===== src/rtl/mem_stage_ctrl.sv =====
// mem_stage_ctrl: sequences load/store/clear requests onto a registered-output RAM
module mem_stage_ctrl #(
  parameter int n  = 2,
  parameter int m  = 8,
  parameter int CW = 8
) (
  input  logic          clk,
  input  logic          clr,
  input  logic          req_valid,
  output logic          req_ready,
  input  logic [1:0]    req_op,
  input  logic [n-1:0]  req_addr,
  input  logic [m-1:0]  req_wdata,
  output logic          rsp_valid,
  input  logic          rsp_ready,
  output logic [1:0]    rsp_op,
  output logic [m-1:0]  rsp_rdata,
  output logic          rsp_err,
  output logic [CW-1:0] access_cnt,
  output logic          mem_ce,
  output logic          mem_rw,
  output logic          mem_clr_n,
  output logic [n-1:0]  mem_mar,
  output logic [m-1:0]  mem_din,
  input  logic [m-1:0]  mem_dout
);
  localparam logic [1:0] IDLE = 2'd0, ISSUE = 2'd1, CAPTURE = 2'd2, RESP = 2'd3;
  localparam logic [1:0] OP_LOAD = 2'b00, OP_STORE = 2'b01, OP_CLEAR = 2'b10;
  logic [1:0] state;
  // Moore controller: every output is a register; rsp_op doubles as the latched opcode
  always_ff @(posedge clk or posedge clr)
    if (clr) begin
      state      <= IDLE;
      req_ready  <= 1'b1;
      rsp_valid  <= 1'b0;
      rsp_op     <= '0;
      rsp_rdata  <= '0;
      rsp_err    <= 1'b0;
      access_cnt <= '0;
      mem_ce     <= 1'b0;
      mem_rw     <= 1'b1;
      mem_clr_n  <= 1'b1;
      mem_mar    <= '0;
      mem_din    <= '0;
    end else begin
      case (state)
        IDLE: if (req_valid) begin
          req_ready <= 1'b0;
          rsp_op    <= req_op;
          rsp_rdata <= '0;
          rsp_err   <= &req_op;
          if (&req_op) begin
            state     <= RESP;
            rsp_valid <= 1'b1;
          end else begin
            state     <= ISSUE;
            mem_ce    <= 1'b1;
            mem_mar   <= req_addr;
            mem_rw    <= req_op != OP_STORE;
            mem_clr_n <= req_op != OP_CLEAR;
            mem_din   <= req_op == OP_STORE ? req_wdata : '0;
          end
        end
        ISSUE: if (rsp_op == OP_LOAD) state <= CAPTURE;
        else begin
          state     <= RESP;
          rsp_valid <= 1'b1;
          mem_ce    <= 1'b0;
          mem_rw    <= 1'b1;
          mem_clr_n <= 1'b1;
          mem_mar   <= '0;
          mem_din   <= '0;
        end
        CAPTURE: begin
          state     <= RESP;
          rsp_valid <= 1'b1;
          rsp_rdata <= mem_dout;
          mem_ce    <= 1'b0;
          mem_rw    <= 1'b1;
          mem_mar   <= '0;
        end
        default: if (rsp_ready) begin
          state     <= IDLE;
          rsp_valid <= 1'b0;
          req_ready <= 1'b1;
          if (!rsp_err && !(&access_cnt)) access_cnt <= access_cnt + 1'b1;
        end
      endcase
    end
endmodule


===== config.mk =====
export PLATFORM = sky130hd
export DESIGN_NAME = mem_stage_ctrl
export DESIGN_NICKNAME = d
export VERILOG_FILES = /design/src/rtl/mem_stage_ctrl.sv
export SDC_FILE = /design/constraint.sdc
export NUM_CORES = 1
export LEC_CHECK = 0
export ABC_CLOCK_PERIOD_IN_PS = 3800
export CAP_MARGIN = 20
export CELL_PAD_IN_SITES_DETAIL_PLACEMENT = 1
export CELL_PAD_IN_SITES_GLOBAL_PLACEMENT = 1
export CORE_MARGIN = 8
export CORE_UTILIZATION = 36
export DETAILED_ROUTE_END_ITERATION = 16
export PLACE_DENSITY_LB_ADDON = 0.1
export SETUP_SLACK_MARGIN = 0.15
export SLEW_MARGIN = 20
export SYNTH_ARGS = -nofsm -noshare
export SYNTH_HDL_FRONTEND = slang
export SYNTH_SLANG_ARGS = --single-unit

===== constraint.sdc =====
create_clock -name clk -period 3.8 [get_ports clk]
set_clock_uncertainty 0.15 [all_clocks]
set_input_delay 0.76 -clock clk [delete_from_list [all_inputs] [get_ports clk]]
set_output_delay 0.76 -clock clk [all_outputs]
set_load 0.05 [all_outputs]

== After elaboration in Yosys (flattened, before gate mapping) ==
Cells that the tools add are included.

* Reduce and logical (&&, ||, !) cells: 22
* Equal/unequal tests: 9
* Bitwise gates (word level): 2
* Muxes and demuxes: 34
* Add/sub/neg operators: 1

{| class="wikitable"
|+ Operators by type and width
! cell !! number
|-
| $mux W8 || 5
|-
| $pmux W8 S2 || 2
|-
| $mux W1 || 14
|-
| $mux W2 || 6
|-
| $pmux W2 S3 || 2
|-
| $reduce_and A4 Y1 || 3
|-
| $ne A2 B2 Y1 const B || 5
|-
| $pmux W1 S3 || 3
|-
| $add A8 B1 Y8 const B || 1
|-
| $reduce_and A2 Y1 || 4
|-
| $reduce_and A8 Y1 || 1
|-
| $reduce_and A3 Y1 || 2
|-
| $reduce_bool A2 Y1 || 3
|-
| $eq A2 B1 Y1 const B || 2
|-
| $logic_not A2 Y1 || 2
|-
| $pmux W1 S2 || 2
|-
| $reduce_bool A4 Y1 || 1
|-
| $reduce_bool A3 Y1 || 1
|-
| $reduce_or A3 Y1 || 1
|-
| $eq A2 B2 Y1 const B || 1
|-
| $logic_not A1 Y1 || 2
|-
| $ne A2 B1 Y1 const B || 1
|-
| $not A1 Y1 || 2
|-
| $reduce_or A2 Y1 || 1
|-
| $logic_and A1 B1 Y1 || 1
|}

* Bits of input ports: 24
* Logic and storage cells: 80
* Output and inout port bits: 34
* Register bits: 36

== Logic depth before layout (Yosys ltp) ==
Gate-level depths: netlist (run 1).

* Word-level depth: 5
* Gate-level depth with buffers: 7
* Gate-level depth less buffers: 6

== Worst setup path after synthesis (run 1) ==
OpenSTA, ideal clock, no wires.

* Path type: register -> register
* Start point: register access_cnt[0]
* End point: register access_cnt[1]
* Buffers on the path: 0
* Data arrival time: 1669 ps
* Data required time: 3525 ps
* Slack: 1856 ps
* Setup time: 125 ps
* Clock period less this slack: 1944 ps
* Stages on the path, launching flop included: 5
* Cells stage by stage: dfrtp_1 -> ha_1 -> nand3_1 -> o21ai_0 -> mux2_2

* Cells in the longest elaborated chain, start to end: 4
* Elaborated cells between the ends (all ways): 5
* Those cells by class: 1 x add/sub; 4 x reduce/logical

{| class="wikitable"
|+ RTL lines
! what !! line !! RTL
|-
| start: declaration || 19 || <nowiki>output logic [CW-1:0] access_cnt,</nowiki>
|-
| start signal: assignment || 86 || <nowiki>if (!rsp_err && !(&access_cnt)) access_cnt <= access_cnt + 1'b1;</nowiki>
|-
| parallel branches: the longest is 4 deep, another holds $add A8 B1 Y8 || n/a ||
|}

Parallel ways; which one is timed is not known.
A chain may end at the register's enable or synchronous reset.

== Worst setup path in the final report (run 1) ==
* Start point: register req_ready
* End point: output port req_ready

{| class="wikitable"
|+ RTL lines
! what !! line !! RTL
|-
| start: declaration || 10 || <nowiki>output logic req_ready,</nowiki>
|-
| start signal: assignment || 34 || <nowiki>req_ready <= 1'b1;</nowiki>
|-
| start signal: assignment || 48 || <nowiki>req_ready <= 1'b0;</nowiki>
|-
| start signal: assignment || 85 || <nowiki>req_ready <= 1'b1;</nowiki>
|}

No word-level cell between the ends.

==> results of run 1 <==
## report_power, final
| group | switching, µW | internal [µW] | leakage (µW) |
|---|---|---|---|
| Clock | 127 | 161 | 0.0000503 |
| Combinational | 895 | 446 | 0.000520 |
| Sequential | 115 | 542 | 0.000458 |
## kinds of logic after synthesis
family                   after synthesis  share of synthesized area, %
AO/OA/AOI/OAI                         38                          11.5
AND/OR/NAND/NOR                       64                          19.8
XOR/XNOR                               3                          1.53
adder cells (fa/ha/maj)                8                          5.81
flip-flops                            36                          52.5
multiplexers                           6                          3.85
buffers and inverters                 19                          5.01
## cell type report
type	instances	area share [%]
Clock buffer	7	3.95
Inverter	15	2.31
Multi-Input combinational cell	119	30.2
Sequential cell	36	37.1
Tap cell	54	2.77
Timing Repair Buffer	58	23.7
## synth_stat cells (all sizes together)
library cell and n:
nand2 30, nor3 1, nor2 8, dfstp 3, nand4 3, a21oi 6
nor2b 1, a31oi 2, and3 3, clkbuf 1, inv 15, dfrtp 33
buf 3, xnor2 3, mux2i 1, ha 8, nor4 2, o21ai 29
o211ai 1, nor3b 3, mux2 5, or2 1, nand3 10, or4 1
and3b 1
## state kept, by name, summed over array words and instances, names as in the netlist, 2 cells and up
signal      count
access_cnt      8
mem_din         8
rsp_rdata       8
mem_mar         2
rsp_op          2
state           2
## worst min path at each step
stage | to | cells past startpoint
CTS | rsp_rdata[6]$_DFFE_PP0P_ | 2
floorplan | mem_rw$_DFFE_PP1P_ | 2
detailed placement | rsp_rdata[6]$_DFFE_PP0P_ | 2
global route | mem_rw$_DFFE_PP1P_ | 2
global placement | rsp_rdata[2]$_DFFE_PP0P_ | 2
finish | mem_rw$_DFFE_PP1P_ | 2
## through the flow
step,setup slack (ns),cells,util (%),total power (µW),instance area [µm²]
floorplan,1.86,174,-,1590,1720
global placement,1.19,282,50.2,1970,2340
detailed placement,1.04,282,50.2,2010,2340
CTS,1.23,289,52.2,2310,2430
global route,1.15,289,52.3,2440,2440
finish,1.25,289,52.3,2290,2440
## metal layers
layer,vias to the layer above,routed length [µm]
li1,710,-
met1,704,1850
met2,30,2410
met3,6,313
met4,0,49
met5,-,0
==> run metrics, run 1 <==
setup_tns 0 ns; pwr dens about 940 nW/µm²; Layout Area Growth over Synthesis 41.5%; met3 Usage GRT 5.50%; commonest non-fill, non-tap cell in the layout clkdlybuf4s50_1; CTS Hold Bufs 0; status completed; met1 Resource Use GR between 10% and 20%; drc violations 0; DIE AREA between 7000 and 8000 µm²; WS Path Type reg -> out; Gate Count Post-Synth 174; RSZ-0062 raised after global routing no; CP max stage cell clkdlybuf4s50_1; max-slew violations 0; TritonCTS clock tree built; # Post-CTS Setup Buffers 0; crit path max fanout 3; Yosys top cell by area dfrtp_1; total wire length about 4600 µm; Crit. End Element primary output; Top delay family on crit path buffers and inverters; GRT Residual Overflow 0; CORE AREA 4660 µm²; Fmax between 300 and 400 MHz; LEAKAGE 0.00103 µW; Netlist cell types 31; clk_lat worst skew 0.28 ns; Worst path depth 1; Slew HR 40.4%; via count ~1500; area of the multi-input gates ~740 µm²; Top Ports 58; htree depth 2; first-pass GRT wire length 7760 µm; post-CTS sizing 0; GRT Total Usage between 10 and 15%; CP endpoint req_ready; R2R Path End mem_din[0]$_DFFE_PP0P_; top-area cell type share of the netlist area between 40 and 50%; measured slew at the worst slew-check pin approximately 0.89 ns; Reg-to-Reg Start state[0]$_DFFE_PP0P_; max_cap viols 0; CTS clock-pin slew for the worst setup and hold paths roughly 0.070 ns; slack of the worst reg-to-reg path between 1.5 and 2 ns; DR iter-0 viols 25; Area contributors post-synth dfrtp_1 (48%), nand2_1 (6.5%), o21ai_0 (6.4%); row count 25; Max clock buf depth 2; Clock Sinks 36; port buffer count 57; post-detail-place hpwl 3720 µm; Root Driver clkbuf_8; cell breakdown of the critical path clkdlybuf4s50_1; first-pass iteration count of the detailed router 4; commonest non-fill, non-tap cells in the layout clkdlybuf4s50_1 (57), dfrtp_1 (33), nand2_1 (30); CP Launch Type flop; syn_area_per_cell between 9 and 10 µm²; Final ANT Viol Nets 0; syn nets around 200; Chip Height ~85 µm; Hold Path Origin mem_rw$_DFFE_PP1P_; type of the most critical hold path reg -> reg; Crit. Startpoint req_ready$_DFFE_PP1P_; Tmin final 2.55 ns; GPL Wtd Cong about 0.86; Worst R2R Path Depth 6; Antenna diodes 0; Min Hold Slack approximately 0.33 ns; GRT busiest layer met2; die width 85.2 µm; Fin. Hold Viols 0; share of cells above drive strength 1 a little over a tenth; DR vias/cell 5.02; synthesized cell area 1720 µm²; Yosys Warn Count 0; TritonCTS Buffers 5; initial antenna violation count 0; FF+latch area between 900 and 1000 µm²; number of global-route vias before repair around 1600; largest net degree at the start of global routing 22; sequential area share after synthesis about 53%; Required @ worst endpoint slightly below 3 ns; flops & latches, synth 36; peak supply drop around 0.0004 V; Global Route met2 Usage roughly a quarter; Crit path buffers/inverters 1; Initial Utilization roughly 37%; Arrival @ worst endpoint between 1.5 and 2 ns; DR WL/cell 16.0 µm; final net count ~270; FILL cells 522; final setup violation count 0; period utilization 67.1%; slowest stage delay, CP between 0.8 and 0.9 ns
(Power assumes the default switching activity.)
==> inputs of run 2 (changes only) <==
Settings changed: ABC_CLOCK_PERIOD_IN_PS 3800 to 2300, CORE_UTILIZATION 36 to 30.
Clock period 3.8 ns to 2.3 ns, I/O delays scaled along.
==> run 2 against run 1 <==
Effect of this change:
- first-iteration DRC count grew 44%
- total power grew 63%
- flip-flop and latch count is the same
- critical endpoint is now mem_mar[0]
- largest cell class unchanged
- register-to-register slack lost 1.2 ns
- hold slack lost 0.015 ns
- sequential power grew 66%
- cell count grew 8.0%
- cell area grew 1.2%
- core utilization shrank 7.8 points
- clock power grew 49%
==> run metrics, run 2 (synthesized netlist as in run 1, its figures left out) <==
Fmax approximately 480 MHz; GPL Wtd Cong 0.762 (was 0.862); GRT Residual Overflow 0 (unchanged); final setup violation count 0 (unchanged); Root Driver clkbuf_8 (unchanged); DP Area 2380 µm² (was 2340 µm²); Fin. Hold Viols 0 (unchanged); Final ANT Viol Nets 0 (unchanged); Chip Height 91.8 µm (was 85.2 µm); post-route setup slack 0.217 ns (was 1.25 ns); CTS clock-pin slew for the worst setup and hold paths 0.07 ns (about the same); setup_tns 0 ns (unchanged); max_cap viols 0 (unchanged); DIE AREA 8420 µm² (was 7260 µm²); fin util 44.5% (was 52.3%); WS Path Type reg -> out (unchanged); post-detail-place hpwl 3810 µm (was 3720 µm); Required @ worst endpoint 1.69 ns (was 2.89 ns); P_sw 1890 µW (was 1140 µW); TritonCTS Buffers 5 (unchanged); number of global-route vias before repair 1689 (was 1582); Arrival @ worst endpoint 1.47 ns (was 1.64 ns); commonest non-fill, non-tap cells in the layout clkdlybuf4s50_1 (44), dfrtp_1 (33), nand2_1 (30) (was clkdlybuf4s50_1 (57), dfrtp_1 (33), nand2_1 (30)); DR WL/cell 15.4 µm (was 16.0 µm); htree depth 2 (unchanged); clk_lat worst skew 0.28 ns (about the same); die width 91.8 µm (was 85.2 µm); post-CTS sizing 6 (was 0); Crit path buffers/inverters 1 (unchanged); placed cells 304 (was 282); largest net degree at the start of global routing 37 (was 22); period utilization between 90% and 100%; non-filler cells in the finished layout 312 (was 289); GRT Total Usage 11.7% (was 13.4%); Crit. End Element primary output (unchanged); pwr dens 1510 nW/µm² (was 938 nW/µm²); status completed (unchanged); Internal Power 1840 µW (was 1150 µW); port buffer count 57 (unchanged); Switching Fraction 50.7% (was 49.7%); Clk network pwr share 11.5% (was 12.6%); Post-Place Setup Slack 0.0629 ns (was 1.04 ns); FILL cells 646 (was 522); Clock Sinks 36 (unchanged); Worst R2R Path Depth 6 (unchanged); R2R Path End mem_mar[1]$_DFFE_PP0P_ (was mem_din[0]$_DFFE_PP0P_); Min-Delay Endpoint mem_rw$_DFFE_PP1P_ (unchanged); combinational share of power 59.3% (was 58.6%); type of the most critical hold path reg -> reg (unchanged); CTS Hold Bufs 0 (unchanged); Top Ports 58 (unchanged); via count 1485 (was 1450); DR vias/cell 4.76 (was 5.02); Layout Area Growth over Synthesis 43.2% (was 41.5%); Regs by FF count access_cnt x8, mem_din x8, rsp_rdata x8 (unchanged); Reg-to-Reg Start state[0]$_DFFE_PP0P_ (unchanged); # Post-CTS Setup Buffers 0 (unchanged); Flop pwr share 29.1% (was 28.7%); crit path max fanout 2 (was 3); Hold Path Stages 2 (unchanged); DR iter-0 viols 36 (was 25); Initial Utilization 31.1% (was 37.0%); final net count 271 (was 267); slowest stage delay, CP 0.81 ns (about the same); initial antenna violation count 0 (unchanged); share of cells above drive strength 1 12.5% (was 10.6%); cell breakdown of the critical path clkdlybuf4s50_1 (unchanged); TritonCTS clock tree built (unchanged); LEAKAGE 0.00110 µW (was 0.00103 µW); Top delay family on crit path buffers and inverters (unchanged); RSZ-0062 raised after global routing no (unchanged); Hold Path Origin mem_rw$_DFFE_PP1P_ (unchanged); max-slew violations 0 (unchanged); commonest non-fill, non-tap cell in the layout clkdlybuf4s50_1 (unchanged); CORE AREA 5540 µm² (was 4660 µm²); Final Cell Area 2470 µm² (was 2440 µm²); Slew HR 65.1% (was 40.4%); Crit. Startpoint mem_mar[0]$_DFFE_PP0P_ (was req_ready$_DFFE_PP1P_); CP Launch Type flop (unchanged); peak supply drop 0.000655 V (was 0.000399 V); CP max stage cell clkdlybuf4s50_1 (unchanged); Max clock buf depth 2 (unchanged); slack of the worst reg-to-reg path 0.30 ns (was 1.52 ns); Tmin final approximately 2.1 ns; row count 27 (was 25); measured slew at the worst slew-check pin 0.522 ns (was 0.887 ns); first-pass iteration count of the detailed router 4 (unchanged); first-pass GRT wire length 8100 µm (was 7760 µm); total wire length 4800 µm (was 4620 µm); drc violations 0 (unchanged); Antenna diodes 0 (unchanged)
==> run 2: changes by cell type in the layout (fill, tap and decap cells not counted) <==
cell,delta
clkbuf_1,+2
clkbuf_8,-2
clkdlybuf4s50_1,-13
mux2i_1,+1
dlymetal6s2s_1,+4
buf_4,+7
mux2i_2,-1
clkinv_2,+1
dlygate4sd2_1,+6
==> run 2: final cells by class <==
cell class / count / area (µm²) / area share, %
sequential: 36 / 905 / 36.7
inverter: 15 / 56.3 / 2.28
multi-input combinational: 119 / 732 / 29.7
timing repair buffer: 62 / 603 / 24.4
clock inverter: 1 / 5.00 / 0.203
clock buffer: 7 / 76.3 / 3.09
tap: 72 / 90.1 / 3.65
==> run 2: per-layer routing <==
layer  up-vias  part of all wire, %  GRT usage, %
li1        722                    -             -
met1       720                   41          13.3
met2        38                   52          20.6
met3         5                  6.4          3.99
met4         0                 0.83          2.82
met5         -                    0             0
==> run 2: power by group through the flow <==
stage          Sequential [µW]  Clock [µW]  Combinational (µW)
3_3_place_gp              1090           0                2230
3_5_place_dp              1100           0                2270
5_1_grt                   1130         483                2400
6_report                  1090         430                2210
4_1_cts                   1090         452                2260
2_1_floorplan             1850           0                 787
==> run 2: metrics by stage <==
| stage | power, µW | hold WS [ns] |
|---|---|---|
| 2_1_floorplan | 2630 | 0.372 |
| 5_1_grt | 4000 | 0.372 |
| 6_report | 3730 | 0.317 |
| 3_5_place_dp | 3380 | 0.312 |
| 4_1_cts | 3800 | 0.323 |
| 3_3_place_gp | 3310 | 0.310 |
==> run 2: how the worst max path moves through the flow <==
stage	cells past startpoint	to
after floorplan	4	access_cnt[1]$_DFFE_PP0P_
after global placement	5	access_cnt[5]$_DFFE_PP0P_
after detailed placement	5	access_cnt[5]$_DFFE_PP0P_
after CTS	1	access_cnt[6]
after global routing	1	rsp_err
final	1	mem_mar[0]
